`src/rtl/alu_seq_ctrl.sv`:
```
// alu_seq_ctrl: command sequencer for one combinational ALU.
// It accepts a command, registers the operands for the ALU and captures the
// result one cycle later. It then holds the response until it is consumed.
// A WIDTH-bit accumulator can be used as operand A.
module alu_seq_ctrl #(
  parameter int WIDTH = 8
) (
  input  logic             clk,
  input  logic             rst_n,
  input  logic             cmd_valid,
  output logic             cmd_ready,
  input  logic [2:0]       cmd_op,
  input  logic             cmd_cin,
  input  logic [WIDTH-1:0] cmd_a,
  input  logic [WIDTH-1:0] cmd_b,
  input  logic             cmd_use_acc,
  output logic [WIDTH-1:0] alu_a,
  output logic [WIDTH-1:0] alu_b,
  output logic [2:0]       alu_opcode,
  output logic             alu_cin,
  input  logic [WIDTH-1:0] alu_result,
  input  logic             alu_zero,
  output logic             rsp_valid,
  input  logic             rsp_ready,
  output logic [WIDTH-1:0] rsp_result,
  output logic             rsp_zero,
  output logic [WIDTH-1:0] acc,
  output logic [15:0]      op_count
);

  typedef enum logic [1:0] {
    IDLE = 2'd0,
    EXEC = 2'd1,
    RESP = 2'd2
  } state_t;

  state_t r_state;
  state_t w_next_state;

  logic             w_cmd_ready;
  logic             w_accept;
  logic             w_rsp_done;

  logic [WIDTH-1:0] r_alu_a_p0;
  logic [WIDTH-1:0] r_alu_b_p0;
  logic [2:0]       r_alu_op_p0;
  logic             r_alu_cin_p0;
  logic             r_vld_p1;
  logic [WIDTH-1:0] r_rsp_result_p1;
  logic             r_rsp_zero_p1;
  logic [WIDTH-1:0] r_acc;
  logic [15:0]      r_op_count;

  assign w_accept   = cmd_valid & w_cmd_ready;
  assign w_rsp_done = (r_state == RESP) & rsp_ready;

  // State register: reset forces IDLE from any state.
  always_ff @(posedge clk) begin
    if (!rst_n) begin
      r_state <= IDLE;
    end else begin
      r_state <= w_next_state;
    end
  end

  // Next-state decode: IDLE -> EXEC on accept, EXEC -> RESP always, RESP -> IDLE on consume.
  always_comb begin
    w_next_state = r_state;
    case (r_state)
      IDLE:    if (w_accept) w_next_state = EXEC;
      EXEC:    w_next_state = RESP;
      RESP:    if (rsp_ready) w_next_state = IDLE;
      default: w_next_state = IDLE;
    endcase
  end

  // Output decode: the command side is ready only in IDLE, regardless of cmd_valid.
  always_comb begin
    w_cmd_ready = 1'b0;
    case (r_state)
      IDLE:    w_cmd_ready = 1'b1;
      default: w_cmd_ready = 1'b0;
    endcase
  end

  // Stage p0: operand registers feeding the ALU; they change only on command acceptance.
  always_ff @(posedge clk) begin
    if (!rst_n) begin
      r_alu_a_p0   <= '0;
      r_alu_b_p0   <= '0;
      r_alu_op_p0  <= '0;
      r_alu_cin_p0 <= 1'b0;
    end else if (w_accept) begin
      r_alu_a_p0   <= cmd_use_acc ? r_acc : cmd_a;
      r_alu_b_p0   <= cmd_b;
      r_alu_op_p0  <= cmd_op;
      r_alu_cin_p0 <= cmd_cin;
    end
  end

  // Stage p1: capture the ALU output in EXEC and hold it until the response is consumed.
  always_ff @(posedge clk) begin
    if (!rst_n) begin
      r_vld_p1        <= 1'b0;
      r_rsp_result_p1 <= '0;
      r_rsp_zero_p1   <= 1'b0;
      r_acc           <= '0;
      r_op_count      <= '0;
    end else begin
      if (r_state == EXEC) begin
        r_vld_p1        <= 1'b1;
        r_rsp_result_p1 <= alu_result;
        r_rsp_zero_p1   <= alu_zero;
        r_acc           <= alu_result;
      end
      if (w_rsp_done) begin
        r_vld_p1   <= 1'b0;
        r_op_count <= r_op_count + 16'd1;
      end
    end
  end

  assign cmd_ready  = w_cmd_ready;
  assign alu_a      = r_alu_a_p0;
  assign alu_b      = r_alu_b_p0;
  assign alu_opcode = r_alu_op_p0;
  assign alu_cin    = r_alu_cin_p0;
  assign rsp_valid  = r_vld_p1;
  assign rsp_result = r_rsp_result_p1;
  assign rsp_zero   = r_rsp_zero_p1;
  assign acc        = r_acc;
  assign op_count   = r_op_count;

endmodule
```
`config.mk`:
```
export PLATFORM = sky130hd
export DESIGN_NAME = alu_seq_ctrl
export DESIGN_NICKNAME = d
export VERILOG_FILES = /design/src/rtl/alu_seq_ctrl.sv
export SDC_FILE = /design/constraint.sdc
export NUM_CORES = 1
export LEC_CHECK = 0
export BUFFER_PORTS_ARGS = -buffer_cell sky130_fd_sc_hd__buf_2
export CELL_PAD_IN_SITES_DETAIL_PLACEMENT = 2
export CELL_PAD_IN_SITES_GLOBAL_PLACEMENT = 2
export CORE_MARGIN = 1.5
export CORE_UTILIZATION = 25
export DETAILED_ROUTE_END_ITERATION = 16
export GPL_ROUTABILITY_DRIVEN = 1
export GPL_TIMING_DRIVEN = 0
export HOLD_SLACK_MARGIN = 0.12
export PLACE_DENSITY_LB_ADDON = 0.1
export SLEW_MARGIN = 20
export SYNTH_ARGS = -nofsm -noshare
export SYNTH_HDL_FRONTEND = slang
export SYNTH_SLANG_ARGS = --single-unit
```
`constraint.sdc`:
```
create_clock -name clk -period 1.9 [get_ports clk]
set_input_delay 0.095 -clock clk [delete_from_list [all_inputs] [get_ports clk]]
set_output_delay 0.095 -clock clk [all_outputs]
set_load 0.02 [all_outputs]
```
---- After elaboration in Yosys (flattened, before gate mapping) ----
Cells that the tools add are included.
storage, ports and cells
  flip-flop bits (word level) ............. 48
  bits of input ports ..................... 34
  logic and storage cells ................. 25
cells by class
  add/sub/neg operators ................... 1
  multiplexer cells ....................... 5
  bitwise operators ....................... 3
  equal/unequal tests ..................... 4
  reductions and logical operators ........ 3
operator list
  operator                                        count
  adder 16 x 1 -> 16 bit (second input constant)  1
  two-way mux 8 bit                               1
  case mux 2 bit (3 select lines)                 1
  two-way mux 2 bit                               2
  inequality test 2 bit (second input constant)   2
  bitwise AND 1 bit                               2
  == test 2 x 1 -> 1 bit (second input constant)  1
  == test 2 bit (second input constant)           1
  logical NOT 2 bit                               1
  AND reduction 2 bit                             1
  OR reduction 2 bit                              1
  two-way mux 1 bit                               1
  NOT 1 bit                                       1

---- Logic depth before layout (Yosys ltp) ----
  depth in word-level cells ............... 5
  mapped depth ............................ 6

---- Least setup slack after synthesis ----
OpenSTA, ideal clock, no wires.
  path kind ............................... reg-to-reg
  start ................................... register r_op_count[0] (netlist: op_count[0])
  end ..................................... register r_op_count[6] (netlist: op_count[6])
  period minus slack after synthesis ...... 1.569 ns
  arrival ................................. 1.499 ns
  slack ................................... 0.331 ns
  path buffers ............................ 0
  stages on the path, launching flop included .. 5
  setup time .............................. 0.070 ns
  cell sequence ........................... dfxtp_1 ha_1 nand4b_1 or3_2 a21oi_1
between the ends
  word-level cells in the longest chain between the ends .. 1
RTL lines
  item                    RTL line  source
  start, declared         52        logic [15:0] r_op_count;
  start signal, assigned  118       r_op_count <= r_op_count + 16'd1;
  adder 16 x 1 -> 16 bit  118
Every way passes these cells.
A chain may end at the register's enable or synchronous reset.

---- Final worst setup path ----
  start ................................... register r_op_count[0] (netlist: op_count[0])
  end ..................................... register r_op_count[12] (netlist: op_count[12])
The elaborated chain is that of the path after synthesis.

==> load_flow_metrics.sql <==
INSERT INTO impl_metrics (metric_group, metric, value, unit) VALUES
('status', 'status', 'finished clean', ''),
('synthesis', 'async_flop_share', '0', '%'),
('cells_and_area', 'fin_util', '37.2', '%'),
('sta', 'skew', '0.00749', 'ns'),
('synthesis', 'synth-main-ff-cell', 'sky130_fd_sc_hd__dfxtp_1', ''),
('placed_design', 'gp_routability_congestion', '0.697', ''),
('sta', 'clock.fmax', '600', 'MHz'),
('hold_path', 'worstHoldPathType', 'in2reg', ''),
('route', 'drt.antenna.violating_nets', '0', ''),
('floorplan', 'top_level_ports', '89', ''),
('power', 'power_per_cell_area', '721', 'mW/mm2'),
('clock_tree', 'htree_levels', '2', ''),
('synthesis', 'synth_commonest_cells', '48 x sky130_fd_sc_hd__dfxtp_1, 48 x sky130_fd_sc_hd__nand2_1, 25 x sky130_fd_sc_hd__a21oi_1', ''),
('sta', 'final_min_period_over_clock_period', '87.8', '%'),
('synthesis', 'synth-warning-count', '0', ''),
('synthesis', 'synth-seq-cells', '48', ''),
('clock_tree', 'clock_tree_root_driver_cell', 'sky130_fd_sc_hd__clkbuf_8', ''),
('global_routing', 'gr-usage-all-layers', '15.8', '%'),
('synthesis', 'synthesis.area_per_instance', '8.66', 'um2'),
('synthesis', 'synth-edff-count', '0', ''),
('clock_tree', 'clkSinkCount', '48', ''),
('route', 'routed_wirelength', '6400', 'um'),
('setup_path', 'worst_ep_arrival_time', '1.84', 'ns'),
('sta', 'worst_pin_slew', '0.611', 'ns'),
('sta', 'rsz0062_at_grt', 'no', ''),
('setup_path', 'required', '2.07', 'ns'),
('floorplan', 'floorplan.initialDensity', '25.8', '%'),
('cells_and_area', 'nNetsFinal', '382', ''),
('synthesis', 'synth_area', '0.00199', 'mm2'),
('route', 'remaining_drc_errors', '0', ''),
('route', 'detail_route.vias_per_cell', '4.58', ''),
('synthesis', 'synth.top_cells.by_area', 'sky130_fd_sc_hd__dfxtp_1 48%, sky130_fd_sc_hd__nand2_1 9.0%, sky130_fd_sc_hd__a21oi_1 6.3%', ''),
('clock_tree', 'cts_setup_buffers', '0', ''),
('power', 'p_total', '2070', 'uW'),
('cells_and_area', 'num_antenna_cells', '0', ''),
('cells_and_area', 'multi_input_area', '911', 'um2'),
('global_routing', 'grt_start_max_net_pins', '15', ''),
('synthesis', 'yosys.cell_types.count', '36', ''),
('floorplan', 'die_width', '92.3', 'um'),
('sta', 'layout_min_cycle_time', '1.67', 'ns'),
('setup_path', 'cp-startpoint', 'op_count[0]', ''),
('floorplan', 'vertical_die_dimension', '92.3', 'um'),
('placed_design', 'placed_area', '0.00255', 'mm2'),
('clock_tree', 'tritoncts_clock_tree', 'yes', ''),
('cells_and_area', 'final_area', '0.00288', 'mm2'),
('setup_path', 'kind_of_capture_point_of_the_worst_setup_path', 'flip-flop', ''),
('synthesis', 'yosysTopAreaCell', 'sky130_fd_sc_hd__dfxtp_1', ''),
('route', 'via_count', '2061', ''),
('cells_and_area', 'fill_cells', '921', ''),
('placed_design', 'dp_hpwl', '4450', 'um'),
('cells_and_area', 'area_growth_from_synthesis_to_layout', '44.5', '%'),
('setup_path', 'timing.critical_path.from_type', 'flip-flop', ''),
('global_routing', 'first_global_vias', '2108', ''),
('clock_tree', 'numCtsBuffers', '5', ''),
('floorplan', 'fp.dieArea', '0.00851', 'mm2'),
('power', 'cellLeakagePower', '0.00133', 'uW'),
('global_routing', 'first_pass_grt_wire_length', '10500', 'um'),
('route', 'wl_cell', '14.2', 'um'),
('power', 'peak_supply_drop', '0.000272', 'V'),
('sta', 'setup_viol', '0', ''),
('sta', 'timing.max_slew.rel_slack', '59.2', '%'),
('floorplan', 'fp-row-count', '32', ''),
('clock_tree', 'clk_transition_reported_paths', '0.09', 'ns'),
('job', 'cap_viol_max_count', '0', ''),
('synthesis', 'synthesized_nets', '265', ''),
('cells_and_area', 'post_route_cells_drive_above_1_share', '32.8', '%'),
('hold_path', 'timing.hold.worst.start', 'cmd_a[5]', ''),
('route', 'initialDrtViolationCount', '38', ''),
('sta', 'timing_hold_violations_final', '0', ''),
('placed_design', 'buffer_ports.inserted', '87', ''),
('global_routing', 'grt_remaining_overflow', '0', '');
[cell usage in the layout (no fill, tap or decap)]
cell	n
sky130_fd_sc_hd__nand4b_1	1
sky130_fd_sc_hd__nand3_1	4
sky130_fd_sc_hd__buf_6	1
sky130_fd_sc_hd__nor3_1	3
sky130_fd_sc_hd__and4_2	1
sky130_fd_sc_hd__nand2_1	48
sky130_fd_sc_hd__buf_1	1
sky130_fd_sc_hd__a211oi_1	8
sky130_fd_sc_hd__or4_1	1
sky130_fd_sc_hd__a21bo_2	1
sky130_fd_sc_hd__clkinv_1	1
sky130_fd_sc_hd__a21oi_1	25
sky130_fd_sc_hd__nand4_2	1
sky130_fd_sc_hd__and2_1	3
sky130_fd_sc_hd__o21ai_0	3
sky130_fd_sc_hd__xor2_1	5
sky130_fd_sc_hd__nand3_4	1
sky130_fd_sc_hd__buf_4	8
sky130_fd_sc_hd__ha_1	1
sky130_fd_sc_hd__dlygate4sd3_1	23
sky130_fd_sc_hd__nand4_1	5
sky130_fd_sc_hd__and3_2	1
sky130_fd_sc_hd__nor4_1	2
sky130_fd_sc_hd__and2b_1	1
sky130_fd_sc_hd__and3b_1	1
sky130_fd_sc_hd__or3_2	1
sky130_fd_sc_hd__nor2_1	22
sky130_fd_sc_hd__or2b_1	1
sky130_fd_sc_hd__nand3b_1	2
sky130_fd_sc_hd__clkbuf_8	6
sky130_fd_sc_hd__mux2i_1	11
sky130_fd_sc_hd__clkinv_2	2
sky130_fd_sc_hd__clkbuf_1	7
sky130_fd_sc_hd__xnor2_1	4
sky130_fd_sc_hd__dfxtp_1	48
sky130_fd_sc_hd__or3b_2	1
sky130_fd_sc_hd__nand2b_1	2
sky130_fd_sc_hd__o31ai_1	1
sky130_fd_sc_hd__buf_2	90
[path summary, 6_finish.rpt]
check	slack [ns]	cells past startpoint	to
setup / recovery	0.23	5	op_count[12]
hold reg to reg	0.46	2	alu_b[3]
hold / removal	0.13	3	alu_a[5]
setup reg to reg	0.23	5	op_count[12]
[timing repair]
action / in CTS / in global routing
hold buffers: 23 / 0
endpoints found under the hold margin: 23 / 0
gates resized for setup: 0 / 0
[cell families (layout without fill, tap and decap cells)]
| logic type | after synthesis | after routing | synth area share [%] |
|---|---|---|---|
| simple gates | 102 | 102 | 24.7 |
| xor+xnor | 9 | 9 | 3.96 |
| fa+ha+maj | 1 | 1 | 0.628 |
| buf+inv | 21 | 139 | 6.03 |
| mux | 11 | 11 | 5.53 |
| flops | 48 | 48 | 48.2 |
| compound gates | 38 | 38 | 10.9 |
[layout make-up]
| cell class | instances | area share, % |
|---|---|---|
| tap | 102 | 4.43 |
| timing repair buffer | 110 | 23.1 |
| clock inverter | 2 | 0.348 |
| buffer | 20 | 4.04 |
| inverter | 1 | 0.130 |
| multi-input combinational | 161 | 31.7 |
| clock buffer | 6 | 2.87 |
| sequential | 48 | 33.4 |
[layer usage]
| layer | global-route usage (%) | wire, um | vias up |
|---|---|---|---|
| met3 | 3.23 | 274 | 6 |
| met2 | 28.5 | 3220 | 49 |
| li1 | - | - | 999 |
| met4 | 4.87 | 77 | 0 |
| met5 | 0 | 0 | - |
| met1 | 18.6 | 2830 | 1007 |
[critical path, cell delays in order, from the launching register on]
cell	delay, ns
sky130_fd_sc_hd__dfxtp_1	0.40
sky130_fd_sc_hd__ha_1	0.21
sky130_fd_sc_hd__nand4b_1	0.28
sky130_fd_sc_hd__nor4_1	0.44
sky130_fd_sc_hd__xnor2_1	0.16
sky130_fd_sc_hd__nor2_1	0.05
[flip-flops by register name, summed over array words and instances (netlist names)]
name and flops:
alu_cin 1, alu_b 8, alu_opcode 3, alu_a 8, r_state 2, rsp_zero 1, op_count 16, rsp_valid 1
acc 8
[per-stage QoR]
step / hold slack, ns / std cells / setup WS [ns]
6_report: 0.134 / 450 / 0.233
5_1_grt: 0.143 / 450 / 0.0380
4_1_cts: 0.123 / 450 / 0.186
3_5_place_dp: 0.346 / 419 / 0.215
3_3_place_gp: 0.336 / 419 / 0.199
2_1_floorplan: 0.231 / 230 / 0.331
[power breakdown]
group	leakage, uW	switching (uW)	internal (uW)
Sequential	0.000392	28.1	1050
Combinational	0.000883	206	149
Clock	0.0000510	349	291
(Power assumes the default switching activity.)
